## src/rtl/arb_pkg.sv

```systemverilog
// rtl/arb_pkg.sv - shared types and constants for the four-requester arbiter
package arb_pkg;

  localparam int NREQ = 4;
  localparam int IDW  = 2;
  localparam int CNTW = 8;

  typedef enum logic {
    IDLE  = 1'b0,
    GRANT = 1'b1
  } arb_state_t;

  // Next search start after an owner leaves; wraps 3 -> 0 through the 2-bit width.
  function automatic logic [IDW-1:0] next_id(input logic [IDW-1:0] id);
    return id + 2'd1;
  endfunction

endpackage

```

## src/rtl/rr_pick4.sv

```systemverilog
// rtl/rr_pick4.sv - rotated 4-to-2 priority pick starting the search at ptr
module rr_pick4
  import arb_pkg::*;
(
  input  logic [NREQ-1:0] req,
  input  logic [IDW-1:0]  ptr,
  output logic            any,
  output logic [IDW-1:0]  pick_id,
  output logic [NREQ-1:0] pick_oh
);

  logic [2*NREQ-1:0] dbl;
  logic [2*NREQ-1:0] dbl_rot;
  logic [NREQ-1:0]   rot;
  logic [IDW-1:0]    rank;

  // Rotate so the requester at ptr lands in bit 0.
  assign dbl     = {req, req};
  assign dbl_rot = dbl >> ptr;
  assign rot     = dbl_rot[NREQ-1:0];

  always_comb begin
    rank = 2'd0;
    if (rot[0])      rank = 2'd0;
    else if (rot[1]) rank = 2'd1;
    else if (rot[2]) rank = 2'd2;
    else if (rot[3]) rank = 2'd3;
  end

  assign any     = |req;
  assign pick_id = any ? (ptr + rank) : '0;
  assign pick_oh = any ? (4'b0001 << pick_id) : '0;

endmodule

```

## src/rtl/rr_arbiter4.sv

```systemverilog
// rtl/rr_arbiter4.sv - four-requester arbiter with grant hold, release, timeout and round-robin
module rr_arbiter4
  import arb_pkg::*;
#(
  parameter int RR       = 1,
  parameter int HOLD_MAX = 8
) (
  input  logic            clk,
  input  logic            rst,
  input  logic [NREQ-1:0] req,
  input  logic            done,
  output logic [NREQ-1:0] grant,
  output logic [IDW-1:0]  gnt_id,
  output logic            valid,
  output logic            timeout
);

  localparam logic [CNTW-1:0] CNT_LIMIT = CNTW'(HOLD_MAX - 1);

  arb_state_t      state, state_n;
  logic [CNTW-1:0] cnt, cnt_n;
  logic [IDW-1:0]  ptr, ptr_n;
  logic [NREQ-1:0] grant_n;
  logic [IDW-1:0]  gnt_id_n;
  logic            timeout_n;

  logic            any;
  logic [IDW-1:0]  pick_id;
  logic [NREQ-1:0] pick_oh;
  logic            rel;
  logic            at_limit;

  rr_pick4 u_pick (
    .req     (req),
    .ptr     (ptr),
    .any     (any),
    .pick_id (pick_id),
    .pick_oh (pick_oh)
  );

  // A release always wins over the hold limit, so timeout only fires without one.
  assign rel      = done || !req[gnt_id];
  assign at_limit = (cnt == CNT_LIMIT);

  always_comb begin
    state_n   = state;
    cnt_n     = cnt;
    ptr_n     = ptr;
    grant_n   = grant;
    gnt_id_n  = gnt_id;
    timeout_n = 1'b0;
    case (state)
      IDLE: begin
        if (any) begin
          state_n  = GRANT;
          grant_n  = pick_oh;
          gnt_id_n = pick_id;
          cnt_n    = '0;
        end else begin
          grant_n  = '0;
          gnt_id_n = '0;
        end
      end
      GRANT: begin
        if (rel || at_limit) begin
          state_n   = IDLE;
          grant_n   = '0;
          gnt_id_n  = '0;
          ptr_n     = (RR != 0) ? next_id(gnt_id) : '0;
          timeout_n = !rel;
        end else begin
          cnt_n = cnt + 8'd1;
        end
      end
      default: begin
        state_n  = IDLE;
        grant_n  = '0;
        gnt_id_n = '0;
      end
    endcase
  end

  always_ff @(posedge clk) begin
    if (rst) begin
      state   <= IDLE;
      cnt     <= '0;
      ptr     <= '0;
      grant   <= '0;
      gnt_id  <= '0;
      timeout <= 1'b0;
    end else begin
      state   <= state_n;
      cnt     <= cnt_n;
      ptr     <= ptr_n;
      grant   <= grant_n;
      gnt_id  <= gnt_id_n;
      timeout <= timeout_n;
    end
  end

  assign valid = |grant;

endmodule

```

## config.mk

```make
export PLATFORM = sky130hd
export DESIGN_NAME = rr_arbiter4
export DESIGN_NICKNAME = d
export VERILOG_FILES = /design/src/rtl/arb_pkg.sv /design/src/rtl/rr_pick4.sv /design/src/rtl/rr_arbiter4.sv
export SDC_FILE = /design/constraint.sdc
export NUM_CORES = 1
export LEC_CHECK = 0
export CORE_MARGIN = 5
export CORE_UTILIZATION = 40
export DETAILED_ROUTE_END_ITERATION = 8
export SYNTH_ARGS = -nofsm -noshare
export SYNTH_HDL_FRONTEND = slang
export SYNTH_HIERARCHICAL = 1
export SYNTH_SLANG_ARGS = --single-unit
```

## constraint.sdc

```tcl
create_clock -name clk -period 3.1 [get_ports clk]
set_input_delay 0.31 -clock clk [delete_from_list [all_inputs] [get_ports clk]]
set_output_delay 0.31 -clock clk [all_outputs]
set_load 0.02 [all_outputs]
```

# Word-level counts from Yosys, hierarchy flattened
# Cells that the tools add are included.
# word_totals
regBits,18
inputBits,7
elab_cells,46
# classes
addsub,3
order_cmp,1
eq_ne,4
shift,2
n_mux,19
bitwise_logic,2
reduce_logical,9
# ops
operator,n
2-to-1 mux 8 bit,2
case mux 8 bit (2 select lines),1
2-to-1 mux 2 bit,7
"adder 8 x 1 -> 8 bit, second input constant",1
"equality test 8 x 3 -> 1 bit, second input constant",1
2-to-1 mux 4 bit,2
case mux 4 bit (2 select lines),1
OR reduction 4 bit,2
right shift 8 x 2 -> 4 bit,1
"!= test 2 x 1 -> 1 bit, second input constant",2
case mux 2 bit (2 select lines),1
AND reduction 2 bit,2
"<< shifter 1 x 2 -> 4 bit, first input constant",1
"less-than comparator 2 x 3 -> 1 bit, second input constant",1
2-to-1 mux 1 bit,3
OR reduction 3 bit,1
"adder 2 x 1 -> 2 bit, second input constant",1
adder 2 bit,1
binary-select mux 1 bit (select 2 bit),1
zero test 1 bit,2
logical OR 1 bit,2
"!= test 2 bit, second input constant",1
NOT 1 bit,2
case mux 1 bit (2 select lines),1

# Depth between registers and ports, before layout
# Gate-level depths: netlist (run 1).
# logic_depth
depth_word,10
ltp_mapped,11

# Hierarchy
# Netlist (run 1), hierarchy kept.
# modules_own_cells
module,n_inst,cells_per_inst,area_per_inst_um2
rr_arbiter4,1,101,939.7
rr_pick4,1,37,294.0

# Worst setup path before layout (run 1)
# OpenSTA, ideal clock, no wires.
# synth_path
kind,input to register
startpoint,input port req[0]
endpoint,register gnt_id[1]
arrival_time_ps,1840
required_ps,2972
path_slack_ps,1132
cell_stages,11
path_buffers,1
path_cell_list,buf_6 nor2_1 a2bb2oi_1 o211ai_1 o21a_1 ha_1 xnor2_1 nor2_1 mux2_4 a32oi_1 nor2_1
# synth_via
elab_chain_cells,9
# synth_rtl
element,line,text
"start, declared",rr_arbiter4.sv:10,"input logic [NREQ-1:0] req,"
right shift 8 x 2 -> 4 bit,rr_pick4.sv:19,assign dbl_rot = dbl >> ptr;
2-to-1 mux 2 bit,rr_pick4.sv:27,else if (rot[3]) rank = 2'd3;
2-to-1 mux 2 bit,rr_pick4.sv:26,else if (rot[2]) rank = 2'd2;
2-to-1 mux 2 bit,rr_pick4.sv:25,else if (rot[1]) rank = 2'd1;
2-to-1 mux 2 bit,rr_pick4.sv:24,if (rot[0]) rank = 2'd0;
adder 2 bit,rr_pick4.sv:31,assign pick_id = any ? (ptr + rank) : '0;
2-to-1 mux 2 bit (*),rr_pick4.sv:31,
net pick_id[1],rr_arbiter4.sv:28,logic [IDW-1:0] pick_id;
2-to-1 mux 2 bit (*),rr_arbiter4.sv:54,if (any) begin
case mux 2 bit (2 select lines) (*),rr_arbiter4.sv:52,case (state)
"end signal, assigned",rr_arbiter4.sv:96,gnt_id <= gnt_id_n;
"end, declared",rr_arbiter4.sv:13,"output logic [IDW-1:0] gnt_id,"
# Mark *: on every way through the listed nets, which the timed path passes. The rest lies on a longest branch. The select of a mux whose other input is x is not followed.
# A chain may end at the register's enable or synchronous reset.

# Final worst setup path (run 1)
# layout_path
startpoint,input port req[2]
endpoint,register gnt_id[1]
# Same word-level chain as after synthesis.

==> qor.txt, run 1 <==
status: finished clean
crit path from: req[2]
worst vdd ir: 0.000306 V
Die Ht: 65.5 um
post-route cell area: 1400 um^2
Register-to-Register Setup Slack: 910 ps
Yosys warning count: 6
Synth Area per Inst: 8.94 um^2
worst r2r src: ptr[1]
Critical Path RT: 3280 ps
number of flops mapped to enable cells by yosys: 0
clock buffer depth: 2
post-synthesis mux area share: 0.105
Least-Margin Pin Slew: 605 ps
#FFs+latches synth: 18
fin nets: 158
post-CTS setup buffer count: 0
fin crit period: 2390 ps
r2r endpoint: gnt_id[1]
Leak: 0.480 nW
Synth Area in Simple Gates: 0.253
Placer Congestion: 0.805
TritonCTS clock tree: done
routed vias: 1,064
Synth area leader: dfxtp_1
post-synthesis compound-gate area fraction: 0.251
Power Total: 0.587 mW
number of gates resized after CTS: 0
Placement Cell Area: 1360 um^2
first-pass GRT wire length: 4870 um
Via density: 5.88
n_diodes: 0
adder-cell area share of the yosys netlist: 0.0203
Clk pin slew, worst setup/hold paths: 110 ps
most common cell after layout, fill and taps aside: dfxtp_1
initial antenna violation count: 0
DRC viols: 0
busiest grt layer: met2
sequential fraction of the synthesis area: 0.292
post-cts hold buffer count: 0
final wirelength: 2760 um
Synth Area in XOR/XNOR: 0.0142
Inserted Clock Buffers: 3
most frequent cells in the layout: dfxtp_1, clkdlybuf4s50_1, nor2_1
Main synth FF type: dfxtp_1
top post-synthesis cells by area: dfxtp_1, a32oi_1, nor2_1
setup TNS: 0 ps
crit share post-route: 0.772
synth unique cells: 49
area fraction of the dominant cell type after synthesis: 0.292
power per standard cell area: 420 nW/um^2
initial drt markers: 46
Final Hold Fails: 0
critical path class: input pin to flop
worst r2r path cells: 10
Net Count, Synth: 147
Initial Utilization: 0.411
Chip Width: 65.5 um
CP endpoint: gnt_id[1]
clk_lat worst skew: 290 ps
boundary pin count: 15
data arrival time of the critical path: 2570 ps
Async SR Flop Fraction: 0
crit-path max FO: 9
Setup Skew: 4.46 ps
share of cells above drive strength 1: 0.122
M1 GR Usage: 0.196
slew margin rel.: 0.596
Clock Sinks: 18
GRT Util Overall: 0.144
vias in the first global route: 1,024
Gate Count Post-Synth: 138
gr ovfl total: 0
crit start category: input pin
Max Slew Vio Count: 0
WL per Instance: 15.2 um
Site Rows: 20
met3 usage: 0.0444
worst hold path class: flop to flop
RSZ-0062 raised after global routing: no
die area: 4290 um^2
IO Port Bufs: 14
Setup crit end kind: flop
main combinational cell family by area after synthesis: simple AND/OR/NAND/NOR gates
Synth Cell Area: 1230 um^2
Synth-to-Final Area Change: 13.3%
DRT Pass-1 Iters: 4
DPL Wire Length: 2000 um
maxcap violations: 0
FMAX: 0.418 GHz
count of final setup violators: 0
area of the core: 3000 um^2
largest net degree at the start of global routing: 17
Clock Tree Root: clkbuf_4
met2 usage: 0.221
CTS H-tree depth: 1
final core utilization: 0.465
Fill cells: 291
post-route ant nets: 0
-- cells by family after synthesis --
group	count (synthesis)
XOR/XNOR	2
buffers and inverters	14
flip-flops	18
adder cells (fa/ha/maj)	2
AO/OA/AOI/OAI	37
multiplexers	10
AND/OR/NAND/NOR	55
-- Yosys cell counts (4+ instances only) --
cell type / instances
mux2i_1: 4
a21oi_1: 9
a32oi_1: 6
nand2_1: 10
inv_1: 5
o211ai_1: 4
nand3_1: 4
nor2_1: 13
or3_1: 5
dfxtp_1: 18
-- where the power goes --
part | total [mW] | internal, mW | leakage [nW] | switching [mW]
Sequential | 0.263 | 0.244 | 0.146 | 0.0194
Clock | 0.148 | 0.0715 | 0.0210 | 0.0764
Combinational | 0.176 | 0.0847 | 0.313 | 0.0909
Total | 0.587 | 0.400 | 0.480 | 0.187
-- worst min-delay path by stage --
stage / end / slack (ps) / cells past startpoint / startpoint
after CTS: cnt[6] / 500 / 1 / cnt[6]
after global routing: cnt[1] / 540 / 2 / cnt[1]
final: cnt[6] / 490 / 1 / cnt[6]
after detailed placement: cnt[6] / 480 / 1 / cnt[6]
after global placement: cnt[6] / 470 / 1 / cnt[6]
after floorplan: timeout / 380 / 1 / rst
-- registers in the layout, indices dropped and copies added (netlist names) --
| signal | count |
|---|---|
| grant | 4 |
| gnt_id | 2 |
| ptr | 2 |
| cnt | 8 |
| state | 1 |
| timeout | 1 |
-- layer usage --
metal / part of all wire / wire length (um) / up-vias
li1: - / - / 540
met1: 0.49 / 1360 / 504
met2: 0.45 / 1250 / 16
met3: 0.041 / 112 / 4
met4: 0.013 / 37 / 0
met5: 0 / 0 / -
-- critical path: stages --
cell	delay, ps
clkdlybuf4s50_1	680
nand2_1	90
a21oi_1	150
o2bb2ai_1	80
o21a_1	170
ha_1	180
xnor2_1	350
nor2_1	80
mux2_4	270
a32oi_1	150
nor2_1	50
-- per-stage QoR --
step	setup slack (ps)	hold WS, ps	instances
after floorplan	1130	381	138
after global placement	484	470	177
after detailed placement	412	476	177
after CTS	724	495	181
after global routing	521	540	181
final	706	493	181
-- layout make-up --
class / instances / area [um^2] / share of cell area
repair buffers: 15 / 148 / 0.106
flip-flops and latches: 18 / 360 / 0.258
clock buffers: 4 / 36.3 / 0.0260
inverters: 5 / 18.8 / 0.0134
multi-input cells: 106 / 793 / 0.568
well taps: 33 / 41.3 / 0.0295
Note: power is estimated with default switching activity, not from simulation.
==> inputs of run 2 (changes only) <==
Clock period 3.1 ns to 2.21 ns, I/O delays scaled along.
==> run 2 against run 1 <==
  * Critical path depth is the same
  * Register-to-register slack lost 730 ps
  * First-iteration DRC count grew 30%
  * Clock power grew 41%
  * Cell count grew 6.1%
  * Design area grew 8.4%
  * Worst setup slack lost 570 ps
  * Count of clock-buffer cells in the layout is the same
==> qor.txt, run 2 (same netlist as run 1, synthesis figures left out) <==
Placer Congestion: 0.855
maxcap violations: 0
Clock Tree Root: clkbuf_4
Clock Sinks: 18
largest net degree at the start of global routing: 15
final worst slack: 135 ps
Largest delay share family, worst path: simple AND/OR/NAND/NOR gates
worst r2r src: ptr[1]
boundary pin count: 15
Clk pin slew, worst setup/hold paths: 110 ps
hold_ws: 496 ps
fin crit period: 2080 ps
Inserted Clock Buffers: 3
Chip Width: 65.5 um
clk_lat worst skew: 300 ps
most common cell after layout, fill and taps aside: dfxtp_1
GRT Util Overall: 0.146
worst-path cell chain: clkdlybuf4s50_1, nor2_1, a2bb2oi_1, o211ai_1, o21a_1, ha_1, xnor2_2, or3_4, mux2i_2, a32oi_1, nor2_1
crit share post-route: 0.939
DRT Pass-1 Iters: 4
critical path class: input pin to flop
met2 usage: 0.230
worst hold path class: flop to flop
M1 GR Usage: 0.196
worst r2r path cells: 10
power per standard cell area: 571 nW/um^2
Critical Path RT: 2450 ps
TritonCTS clock tree: done
Max Slew Vio Count: 0
most frequent CP cell: nor2_1
FMAX: 0.482 GHz
Placement Cell Area: 1460 um^2
status: finished clean
HP Start: cnt[6]
CP max-delay cell: clkdlybuf4s50_1
Final Hold Fails: 0
clock buffer depth: 2
CTS H-tree depth: 1
Setup Skew: 4.29 ps
worst vdd ir: 0.000526 V
Leak: 0.551 nW
Via density: 5.88
fin nets: 169
data arrival time of the critical path: 2310 ps
Synth-to-Final Area Change: 22.8%
Power Total: 0.865 mW
most frequent cells in the layout: dfxtp_1, nor2_1, clkdlybuf4s50_1
Die Ht: 65.5 um
gr ovfl total: 0
Site Rows: 20
post-route cell area: 1520 um^2
crit-path max FO: 6
Setup crit end kind: flop
share of cells above drive strength 1: 0.208
Biggest register: cnt
Crit path largest cell delay: 450 ps
worst hold path depth: 1
Least-Margin Pin Slew: 529 ps
CP bufs+invs: 1
DRC viols: 0
DPL Wire Length: 2110 um
IO Port Bufs: 14
die area: 4290 um^2
n_diodes: 0
final wirelength: 2890 um
Initial Utilization: 0.411
first-pass GRT wire length: 5000 um
post-route ant nets: 0
post-cts hold buffer count: 0
crit start category: input pin
max FFs per register: 8
pre-CTS WS: -207 ps
r2r endpoint: grant[0]
area of the core: 3000 um^2
initial antenna violation count: 0
top flop regs: cnt x8, grant x4
initial drt markers: 60
vias in the first global route: 1,092
Register-to-Register Setup Slack: 180 ps
slew margin rel.: 0.647
hold worst-path end: cnt[6]
count of final setup violators: 0
busiest grt layer: met2
routed vias: 1,129
WL per Instance: 15.0 um
met3 usage: 0.0393
==> run 2: cell type report <==
cell class | instances | area, um^2
tap | 33 | 41.3
inverter | 5 | 18.8
fill | 296 | 1490
multi-input combinational | 106 | 810
sequential | 18 | 364
timing repair buffer | 26 | 245
clock buffer | 4 | 36.3
==> run 2: per-layer routing <==
layer,vias up,share of wire
li1,561,-
met1,534,0.47
met2,30,0.47
met3,4,0.048
met4,0,0.010
met5,-,0
==> run 2: worst max path at each step <==
stage | startpoint | to | slack, ps | cells past startpoint
finish | req[2] | grant[0] | 130 | 11
global route | req[2] | grant[0] | -20 | 11
CTS | ptr[1] | gnt_id[1] | 50 | 10
detailed placement | req[0] | gnt_id[1] | -210 | 11
global placement | req[2] | grant[0] | -120 | 11
floorplan | ptr[1] | gnt_id[1] | 270 | 11
==> run 2: timing repair <==
action | 4_1_cts | 5_1_grt
setup endpoints to repair | 0 | 5
gates resized for setup | 0 | 6
buffers inserted | 0 | 0
==> run 2: per-stage QoR <==
step | utilization | TNS [ps] | std cells
finish | 0.505 | 0 | 192
global route | 0.505 | -30.4 | 192
CTS | 0.497 | 0 | 192
detailed placement | 0.485 | -752 | 188
global placement | 0.485 | -387 | 188
floorplan | - | 0 | 138
==> run 2: where the power goes <==
group / switching [mW] / total, mW / leakage [nW] / internal [mW]
sequential: 0.0228 / 0.364 / 0.147 / 0.342
clock: 0.108 / 0.208 / 0.0210 / 0.100
combinational: 0.142 / 0.293 / 0.383 / 0.151
total: 0.272 / 0.865 / 0.551 / 0.593
==> inputs of run 3 (changes only) <==
--- a/config.mk
+++ b/config.mk
@@ -6,5 +6,5 @@
 export NUM_CORES = 1
 export LEC_CHECK = 0
-export CORE_MARGIN = 5
+export CORE_MARGIN = 3
 export CORE_UTILIZATION = 40
 export DETAILED_ROUTE_END_ITERATION = 8
==> constraint.sdc (replaced) <==
create_clock -name clk -period 2.21 [get_ports clk]
set_input_delay 0.442 -clock clk [delete_from_list [all_inputs] [get_ports clk]]
set_output_delay 0.442 -clock clk [all_outputs]
set_load 0.1 [all_outputs]
==> run 3 against run 2 <==
  * Cell count grew 2.1%
  * Combinational power grew 37%
  * Clock power shrank 3%
  * Utilization grew 4.1 points
  * Worst setup slack gained 54 ps
  * Worst hold slack lost 9.0 ps
  * Largest cell class unchanged
==> qor.txt, run 3 (same netlist as run 1, synthesis figures left out) <==
Clock Tree Root: clkbuf_4
r2r endpoint: grant[2]
Via density: 5.87
final core utilization: 0.546
status: finished clean
critical path class: input pin to flop
largest net degree at the start of global routing: 12
power per standard cell area: 626 nW/um^2
area of the core: 2850 um^2
worst hold path class: flop to flop
share of cells above drive strength 1: 0.315
Synth-to-Final Area Change: 26.3%
vias in the first global route: 1,141
worst vdd ir: 0.000528 V
most common cell after layout, fill and taps aside: buf_4
DPL Wire Length: 2160 um
DRT Pass-1 Iters: 6
Initial Utilization: 0.432
Least-Margin Pin Slew: 403 ps
post-route cell area: 1560 um^2
die area: 3790 um^2
IO Port Bufs: 14
Site Rows: 19
DP Cell Count: 191
post-route ant nets: 0
worst hold path depth: 1
initial antenna violation count: 0
DRC viols: 0
most frequent cells in the layout: buf_4, dfxtp_1, nor2_1
count of final setup violators: 0
FMAX: 0.495 GHz
TritonCTS clock tree: done
Clock Sinks: 18
pre-CTS WS: -378 ps
Max Slew Vio Count: 0
Biggest register: cnt
boundary pin count: 15
fin crit period: 2020 ps
clock buffer depth: 2
Chip Width: 61.5 um
initial drt markers: 38
final wirelength: 2880 um
Register-to-Register Setup Slack: 230 ps
clk_lat worst skew: 300 ps
hold worst-path end: cnt[6]
routed vias: 1,150
data arrival time of the critical path: 2260 ps
Setup crit end kind: flop
fin nets: 175
Placement Cell Area: 1460 um^2
max FFs per register: 8
Critical Path RT: 2440 ps
Placer Congestion: 0.836
Leak: 0.602 nW
worst r2r src: ptr[1]
RSZ-0062 raised after global routing: no
final worst slack: 188 ps
Inserted Clock Buffers: 3
crit share post-route: 0.915
Final Non-Filler Cells: 196
top flop regs: cnt x8, grant x4
WL per Instance: 14.7 um
HP Start: cnt[6]
Clk pin slew, worst setup/hold paths: 90 ps
slew margin rel.: 0.731
CTS H-tree depth: 1
Final Hold Fails: 0
Die Ht: 61.5 um
first-pass GRT wire length: 5110 um
GRT Util Overall: 0.180
n_diodes: 0
crit-path max FO: 5
Setup Skew: 9.42 ps
gr ovfl total: 0
maxcap violations: 0
worst r2r path cells: 10
crit start category: input pin
## run 3: cell types whose count changed in the layout (fill, tap and decap cells not counted), moves of 2 or more
cell	previous run	this run
dlygate4sd2_1	0	3
clkdlybuf4s50_1	13	2
buf_4	11	26
dfxtp_2	0	2
nor2b_1	3	1
## run 3: metal layers
layer  vias up  global-route usage  wire, um
met2        26               0.281      1360
li1        574                   -         -
met5         -                   0         0
met3         8              0.0335        93
met4         0              0.0697        59
met1       542               0.243      1370
## run 3: critical path: stages
cell and delay (ps):
dlygate4sd2_1 280, nor2_1 100, a2bb2oi_1 170, o211ai_1 110, o21a_1 160, ha_4 180
xnor2_4 150, or3_4 330, mux2i_1 130, a32oi_1 70, nor2_1 110
## run 3: how the worst max path moves through the flow
stage	cells past startpoint	startpoint	end
6_report	11	req[2]	grant[2]
4_1_cts	11	req[3]	grant[2]
3_5_place_dp	11	req[0]	gnt_id[1]
5_1_grt	11	req[2]	grant[2]
2_1_floorplan	5	gnt_id[1]	cnt[5]
3_3_place_gp	11	req[0]	gnt_id[1]
## run 3: timing repair
action	in CTS	in global routing
buffers inserted	0	1
setup endpoints to repair	4	5
hold buffers	0	0
pin swaps	1	5
gates resized for setup	4	10
## run 3: layout make-up
cell class,count,area (um^2)
timing repair buffer,32,254
inverter,5,18.8
clock buffer,4,36.3
sequential,18,363
tap,31,38.8
multi-input combinational,106,847
fill,269,1290
## run 3: per-stage QoR
stage / hold slack [ps] / TNS (ps) / power, mW
floorplan: 433 / 0 / 0.660
global route: 530 / 0 / 1.03
detailed placement: 461 / -2010 / 0.759
finish: 487 / 0 / 0.975
CTS: 482 / 0 / 0.965
global placement: 455 / -1710 / 0.753
## run 3: report_power, final
| part | internal (mW) | switching [mW] |
|---|---|---|
| sequential | 0.343 | 0.0296 |
| clock | 0.100 | 0.101 |
| combinational | 0.157 | 0.244 |
| total | 0.601 | 0.375 |
